[src/rtl/probe_rr_arbiter_if.sv]
// Handshake bundle between trace sources, the probe arbiter
// and the downstream capture logic.
`timescale 1ns/1ps

interface probe_rr_arbiter_if #(
  parameter int N_REQ  = 4,
  parameter int DATA_W = 32,
  parameter int SRC_W  = $clog2(N_REQ)
);

  logic [N_REQ-1:0]        req_valid;
  logic [N_REQ*DATA_W-1:0] req_data;
  logic [N_REQ-1:0]        req_last;
  logic [N_REQ-1:0]        req_ready;

  logic              out_valid;
  logic [DATA_W-1:0] out_data;
  logic [SRC_W-1:0]  out_src;
  logic              out_last;
  logic              out_cut;
  logic              out_ready;

  logic busy;

  modport master (
    output req_valid,
    output req_data,
    output req_last,
    input  req_ready,
    input  out_valid,
    input  out_data,
    input  out_src,
    input  out_last,
    input  out_cut,
    output out_ready,
    input  busy
  );

  modport slave (
    input  req_valid,
    input  req_data,
    input  req_last,
    output req_ready,
    output out_valid,
    output out_data,
    output out_src,
    output out_last,
    output out_cut,
    input  out_ready,
    output busy
  );

endinterface

[src/rtl/probe_rr_arbiter.sv]
// Round-robin burst arbiter sharing the probe capture channel
// between trace sources, with a registered, source-tagged output.
`timescale 1ns/1ps

module probe_rr_arbiter #(
  parameter int N_REQ     = 4,
  parameter int DATA_W    = 32,
  parameter int MAX_BURST = 8,
  localparam int SRC_W    = $clog2(N_REQ)
) (
  input  logic                 clk,
  input  logic                 rst,
  probe_rr_arbiter_if.slave    bus
);

  localparam int CNT_W = $clog2(MAX_BURST) + 1;

  typedef enum logic {
    IDLE,
    GRANT
  } state_t;

  state_t state;

  logic [SRC_W-1:0] rr_ptr;
  logic [SRC_W-1:0] gnt_idx;
  logic [SRC_W-1:0] next_ptr;
  logic [CNT_W-1:0] beat_cnt;

  logic [SRC_W-1:0] pick;
  logic [SRC_W:0]   cand;
  logic             found;

  logic              out_valid;
  logic [DATA_W-1:0] out_data;
  logic [SRC_W-1:0]  out_src;
  logic              out_last;
  logic              out_cut;
  logic              busy;

  logic [N_REQ-1:0]  ready;
  logic              can_load;
  logic              g_valid;
  logic              g_last;
  logic [DATA_W-1:0] g_data;
  logic              cap;
  logic              xfer;
  logic              seg_end;

  // First valid requester at or after rr_ptr, wrapping.
  always_comb begin
    pick  = '0;
    found = 1'b0;
    cand  = '0;
    for (int i = 0; i < N_REQ; i++) begin
      cand = {1'b0, rr_ptr} + (SRC_W+1)'(i);
      if (cand >= (SRC_W+1)'(N_REQ))
        cand = cand - (SRC_W+1)'(N_REQ);
      if (!found && bus.req_valid[cand[SRC_W-1:0]]) begin
        found = 1'b1;
        pick  = cand[SRC_W-1:0];
      end
    end
  end

  assign can_load = !out_valid || bus.out_ready;
  assign g_valid  = bus.req_valid[gnt_idx];
  assign g_last   = bus.req_last[gnt_idx];
  assign g_data   = bus.req_data[gnt_idx*DATA_W +: DATA_W];

  assign cap     = beat_cnt == CNT_W'(MAX_BURST - 1);
  assign xfer    = (state == GRANT) && g_valid && can_load;
  assign seg_end = xfer && (g_last || cap);

  assign next_ptr = (gnt_idx == SRC_W'(N_REQ - 1))
                  ? '0
                  : gnt_idx + 1'b1;

  // Ready follows out_ready combinationally: no skid buffer.
  always_comb begin
    ready = '0;
    if (state == GRANT && can_load)
      ready[gnt_idx] = 1'b1;
  end

  always_ff @(posedge clk or posedge rst) begin
    if (rst) begin
      state    <= IDLE;
      rr_ptr   <= '0;
      gnt_idx  <= '0;
      beat_cnt <= '0;
      busy     <= 1'b0;
    end else begin
      unique case (state)
        IDLE: begin
          if (found) begin
            gnt_idx  <= pick;
            beat_cnt <= '0;
            busy     <= 1'b1;
            state    <= GRANT;
          end
        end
        GRANT: begin
          if (xfer)
            beat_cnt <= beat_cnt + 1'b1;
          if (seg_end) begin
            rr_ptr <= next_ptr;
            busy   <= 1'b0;
            state  <= IDLE;
          end
        end
        default: state <= IDLE;
      endcase
    end
  end

  always_ff @(posedge clk or posedge rst) begin
    if (rst) begin
      out_valid <= 1'b0;
      out_data  <= '0;
      out_src   <= '0;
      out_last  <= 1'b0;
      out_cut   <= 1'b0;
    end else if (xfer) begin
      out_valid <= 1'b1;
      out_data  <= g_data;
      out_src   <= gnt_idx;
      out_last  <= g_last || cap;
      out_cut   <= cap && !g_last;
    end else if (bus.out_ready) begin
      out_valid <= 1'b0;
    end
  end

  assign bus.req_ready = ready;
  assign bus.out_valid = out_valid;
  assign bus.out_data  = out_data;
  assign bus.out_src   = out_src;
  assign bus.out_last  = out_last;
  assign bus.out_cut   = out_cut;
  assign bus.busy      = busy;

endmodule
[src/flat_wrapper.sv]
// flat-port wrapper written by rule: the top's interface ports become plain ports
module probe_rr_arbiter_flat 
#(
  parameter int N_REQ     = 4,
  parameter int DATA_W    = 32,
  parameter int MAX_BURST = 8,
  localparam int SRC_W    = $clog2(N_REQ)
)
  (clk, rst, bus_req_valid, bus_req_data, bus_req_last, bus_req_ready, bus_out_valid, bus_out_data, bus_out_src, bus_out_last, bus_out_cut, bus_out_ready, bus_busy);
  probe_rr_arbiter_if #(.N_REQ(N_REQ), .DATA_W(DATA_W)) bus_i ();
  input  logic clk;
  input  logic rst;
  input wire logic [$bits(bus_i.req_valid)-1:0] bus_req_valid;
  input wire logic [$bits(bus_i.req_data)-1:0] bus_req_data;
  input wire logic [$bits(bus_i.req_last)-1:0] bus_req_last;
  output wire logic [$bits(bus_i.req_ready)-1:0] bus_req_ready;
  output wire logic [$bits(bus_i.out_valid)-1:0] bus_out_valid;
  output wire logic [$bits(bus_i.out_data)-1:0] bus_out_data;
  output wire logic [$bits(bus_i.out_src)-1:0] bus_out_src;
  output wire logic [$bits(bus_i.out_last)-1:0] bus_out_last;
  output wire logic [$bits(bus_i.out_cut)-1:0] bus_out_cut;
  input wire logic [$bits(bus_i.out_ready)-1:0] bus_out_ready;
  output wire logic [$bits(bus_i.busy)-1:0] bus_busy;
  assign bus_i.req_valid = bus_req_valid;
  assign bus_i.req_data = bus_req_data;
  assign bus_i.req_last = bus_req_last;
  assign bus_req_ready = bus_i.req_ready;
  assign bus_out_valid = bus_i.out_valid;
  assign bus_out_data = bus_i.out_data;
  assign bus_out_src = bus_i.out_src;
  assign bus_out_last = bus_i.out_last;
  assign bus_out_cut = bus_i.out_cut;
  assign bus_i.out_ready = bus_out_ready;
  assign bus_busy = bus_i.busy;
  probe_rr_arbiter #(.N_REQ(N_REQ), .DATA_W(DATA_W), .MAX_BURST(MAX_BURST)) u_core (.clk(clk), .rst(rst), .bus(bus_i));
endmodule
[config.mk]
export PLATFORM = sky130hd
export DESIGN_NAME = probe_rr_arbiter_flat
export DESIGN_NICKNAME = d
export VERILOG_FILES = /design/src/rtl/probe_rr_arbiter_if.sv /design/src/rtl/probe_rr_arbiter.sv /design/src/flat_wrapper.sv
export SDC_FILE = /design/constraint.sdc
export NUM_CORES = 1
export LEC_CHECK = 0
export CORE_ASPECT_RATIO = 1.2
export CORE_MARGIN = 4
export CORE_UTILIZATION = 40
export DETAILED_ROUTE_END_ITERATION = 8
export HOLD_SLACK_MARGIN = 0.08
export PLACE_DENSITY = 0.88
export SYNTH_ARGS = -nofsm -noshare
export SYNTH_HDL_FRONTEND = slang
export SYNTH_SLANG_ARGS = --single-unit
[constraint.sdc]
create_clock -name clk -period 5.54 [get_ports clk]
set_input_delay 1.662 -clock clk [delete_from_list [all_inputs] [get_ports clk]]
set_output_delay 1.662 -clock clk [all_outputs]
set_load 0.1 [all_outputs]
Yosys cells after proc, flatten, opt, wreduce, memory -nomap -nowiden
Index checks and enable logic that the tools add are counted.
{"block": "classes", "addsub": 9, "n_mul": 0, "div": 0, "order_cmp": 10, "eq_ne": 5, "shift": 1, "mux": 39, "n_bitwise": 1, "n_reduce_logical": 21}
{"cell": "$shiftx 128x8->32", "n": 1}
{"cell": "$mux 2", "n": 9}
{"cell": "$mux 1", "n": 17}
{"cell": "$lt 2x3->1 const B", "n": 5}
{"cell": "$bmux 1 s2", "n": 6}
{"cell": "$mux 4", "n": 3}
{"cell": "$ge 3x3->1 const B", "n": 3}
{"cell": "$logic_and 1x1->1", "n": 9}
{"cell": "$pmux 4 s2", "n": 1}
{"cell": "$reduce_and 2->1", "n": 4}
{"cell": "$sub 2x1->2 const B", "n": 4}
{"cell": "$add 2x2->3 const B", "n": 2}
{"cell": "$logic_not 1->1", "n": 5}
{"cell": "$add 4x1->4 const B", "n": 1}
{"cell": "$eq 4x3->1 const B", "n": 1}
{"cell": "$ne 2x2->1 const B", "n": 2}
{"cell": "$pmux 1 s2", "n": 2}
{"cell": "$add 2x1->3 const B", "n": 1}
{"cell": "$ge 2x3->1 const B", "n": 1}
{"cell": "$add 2x1->2 const B", "n": 1}
{"cell": "$demux 1 s2", "n": 1}
{"cell": "$eq 2x2->1 const B", "n": 1}
{"cell": "$ge 2x1->1 const B", "n": 1}
{"cell": "$logic_or 1x1->1", "n": 2}
{"cell": "other kinds (3)", "n": 3}
{"block": "word_totals", "ff_bits": 47, "latch_bits": 0, "mem_bits_rw": 0, "romBits": 0, "input_bits": 139, "word_cells": 96, "n_memories": 0}

Depth between registers and ports, before layout
{"block": "logic_depth", "word_depth": 16, "mapped_depth": 7}

Worst setup path before layout
OpenSTA, ideal clock, no wires.
{"block": "synth_timing", "path_type": "input-to-output", "start": "input bus_out_ready", "end": "output bus_req_ready[0]", "arrival_time_ns": 2.663, "path_slack_ns": 1.215, "stages": 2, "path_buffers": 0, "path_cell_list": "nand2b_1 and3_1"}
{"block": "synth_between", "elab_chain_cells": 3}
{"element": "start: declaration", "line": "flat_wrapper.sv:22", "source": "input wire logic [$bits(bus_i.out_ready)-1:0] bus_out_ready;"}
{"element": "$logic_or 1x1->1", "line": "probe_rr_arbiter.sv:66", "source": "assign can_load = !out_valid || bus.out_ready;"}
{"element": "$logic_and 1x1->1", "line": "probe_rr_arbiter.sv:82", "source": "if (state == GRANT && can_load)"}
{"element": "$mux 4", "line": "probe_rr_arbiter.sv:82"}
{"element": "end: declaration", "line": "flat_wrapper.sv:16", "source": "output wire logic [$bits(bus_i.req_ready)-1:0] bus_req_ready;"}
Every way passes these cells.

Worst setup path in the final report
{"block": "layout_timing", "start": "input bus_out_ready", "end": "output bus_req_ready[2]"}
Same word-level chain as after synthesis.

==> results.ini <==
[power_and_ir_drop]
p_per_area_mw_per_mm2 = 684.1
vdd_drop_max_v = 0.0004953
power_uw = 3281
leakagePower_uw = 0.001953

[route]
wire_per_inst_um = 19.57
routed-via-count = 2377
drc = 0
firstDrtPassIters = 4
finalWirelength_mm = 8.824
drtAntennaViolNets = 0
vias_per_cell = 5.271
drtIter0Drc = 87

[critical_path]
cp-end-kind = output pin
cp.required_ns = 3.88
max_stage_delay_ns = 0.44
crit_family = buffers and inverters
start_kind = input port
cp.arrival_ns = 2.81
critPathKind = input port to output pin
worstPathCellList = clkdlybuf4s50_1 -> nand2b_1 -> and3_1 -> buf_4
crit_fanout = 7
slowest_stage = clkdlybuf4s50_1
crit_buf_inv = 2

[placed_design]
dp_hpwl_mm = 6.969
gp_congestion = 0.8361
place_area_mm2 = 0.004696
place_inst = 443
portBuffers = 180

[status]
status = finished, final reports clean

[final_layout]
syn_to_final_growth_pct = 65.93
stdcell_area_mm2 = 0.004796
final_net_count = 507
drive_gt1_share_pct = 24.18
num_antenna_cells = 0
final_util_pct = 69.14
fin_cells = 451

[grt]
grt_antenna_before_repair = 0
grt-ovfl-total = 0
grt_max_degree = 48
grt.total_usage_pct = 20.04
grt_pass1_wl_mm = 13.41
grt_pass1_vias = 2693

[clock_tree]
post-cts-setup-buffer-count = 0
numCtsBuffers = 5
cts_resized = 0
clkSinkCount = 47
clk_path_buf_depth = 2
path_clk_slew_ns = 0.08
cts-root-buf = clkbuf_8
cts_tree = built
htreeDepth = 2
clock_latency_ns = 0.29
cts_hold_buffers = 0

[logic_synthesis]
ys_async_sr_fraction_pct = 100.0
synth.avg_cell_area_um2 = 15.46
synth_top_area_cell = dfrtp_1
synth.most_common_cell = dfrtp_1
synth-edff-count = 0
syn_area_mm2 = 0.002890
synth_commonest_cells = 47 x dfrtp_1, 34 x mux4_2, 18 x mux2_4
yosysTopAreaCellShare_pct = 40.69
synth_area_leaders = dfrtp_1 41%, mux4_2 26%, mux2_4 9.4%
synth_seq_area_share_pct = 40.69
synth_ff_type = dfrtp_1
yosysUniqueCellTypes = 34
synth_cells = 187
synth_warnings = 0
syn_nets = 331
ys_ff_latch = 47

[timing]
fmax_mhz = 223.8
slew_headroom_pct = 31.82
setup_viol = 0
setup_tns_ns = 0
rsz0062_at_grt = no
hold_viol_final = 0
fin_crit_sh_pct = 80.66
period_needed_ns = 4.468
drv_slew = 0
tightestPinTransition_ns = 1.020
fin_skew_ns = 0.005367

[worst_hold_path]
hp-class = flip-flop to flip-flop

[die]
core_area_mm2 = 0.006937
die-area_mm2 = 0.008655
rows = 33
start_util_pct = 41.67
die_w_um = 85.60
pin_count = 181
die_h_um = 101.1

[run]
maxCapViolations = 0

[kinds of logic (layout without fill, tap and decap cells)]
family / count (synthesis) / after routing / synth area share [%]
DFF: 47 / 47 / 40.69
buffers and inverters: 21 / 198 / 4.935
muxes: 71 / 71 / 43.12
and+or+nand+nor: 24 / 24 / 4.676
AOI/OAI and AO/OA: 19 / 19 / 4.416
adders and majority gates: 5 / 5 / 2.165
[flip-flops by register name (all words and copies together), names as in the netlist, 2 cells and up]
signal / flops
u_core.bus.out_data: 32
u_core.beat_cnt: 4
u_core.bus.out_src: 2
u_core.gnt_idx: 2
u_core.rr_ptr: 2
[final timing paths]
check / start / to / slack [ns] / cells past startpoint
setup / recovery: bus_out_ready / bus_req_ready[2] / 1.07 / 4
hold / removal: u_core.bus.out_last / u_core.bus.out_last / 0.48 / 2
setup reg to reg: u_core.gnt_idx[1] / u_core.bus.out_data[12] / 2.78 / 4
hold reg to reg: u_core.bus.out_last / u_core.bus.out_last / 0.48 / 2
max in group asynchronous: rst / u_core.gnt_idx[0] / 2.94 / 2
min in group asynchronous: rst / u_core.bus.out_data[3] / 1.93 / 2
[worst min-delay path, stage by stage (launching register included)]
cell     delay [ns]
dfrtp_1        0.35
nand2_1        0.05
nand2_1        0.05
[cells in the final DEF (no fill, tap or decap), types with 5 or more instances in the layout]
cell | synthesis | final
ha_1 | 5 | 5
mux2_4 | 18 | 18
o21ai_0 | 6 | 6
dfrtp_1 | 47 | 45
buf_4 | 3 | 6
clkdlybuf4s50_1 | 0 | 176
inv_1 | 8 | 7
mux2_2 | 16 | 16
clkbuf_8 | 0 | 7
nand2_1 | 7 | 7
mux4_2 | 34 | 34
[through the flow]
| step | hold slack (ns) | setup slack (ns) |
|---|---|---|
| 6_report | 0.4835 | 1.072 |
| 5_1_grt | 0.5167 | 1.000 |
| 4_1_cts | 0.4871 | 1.070 |
| 3_5_place_dp | 0.4673 | 1.067 |
| 3_3_place_gp | 0.4631 | 1.101 |
| 2_1_floorplan | 0.4434 | 1.215 |
[routing by layer]
layer  part of all wire (%)  GRT usage [%]
met1                     37          22.64
met2                     55          37.02
met3                    7.5          6.051
met4                   0.74          4.629
met5                      0              0
[layout make-up]
class                   count  area [µm²]
inverters                   8       30.03
multi-input cells         119        1572
flip-flops and latches     47        1179
repair buffers            182        1807
well taps                  87       108.9
clock buffers               8       100.1
fillers                   520        2141
[where the power goes]
| group | switching, µW | internal [µW] |
|---|---|---|
| combinational | 1520 | 846 |
| clock | 111 | 114 |
| sequential | 172 | 518 |
No activity file was read; power rests on OpenSTA's default activity.
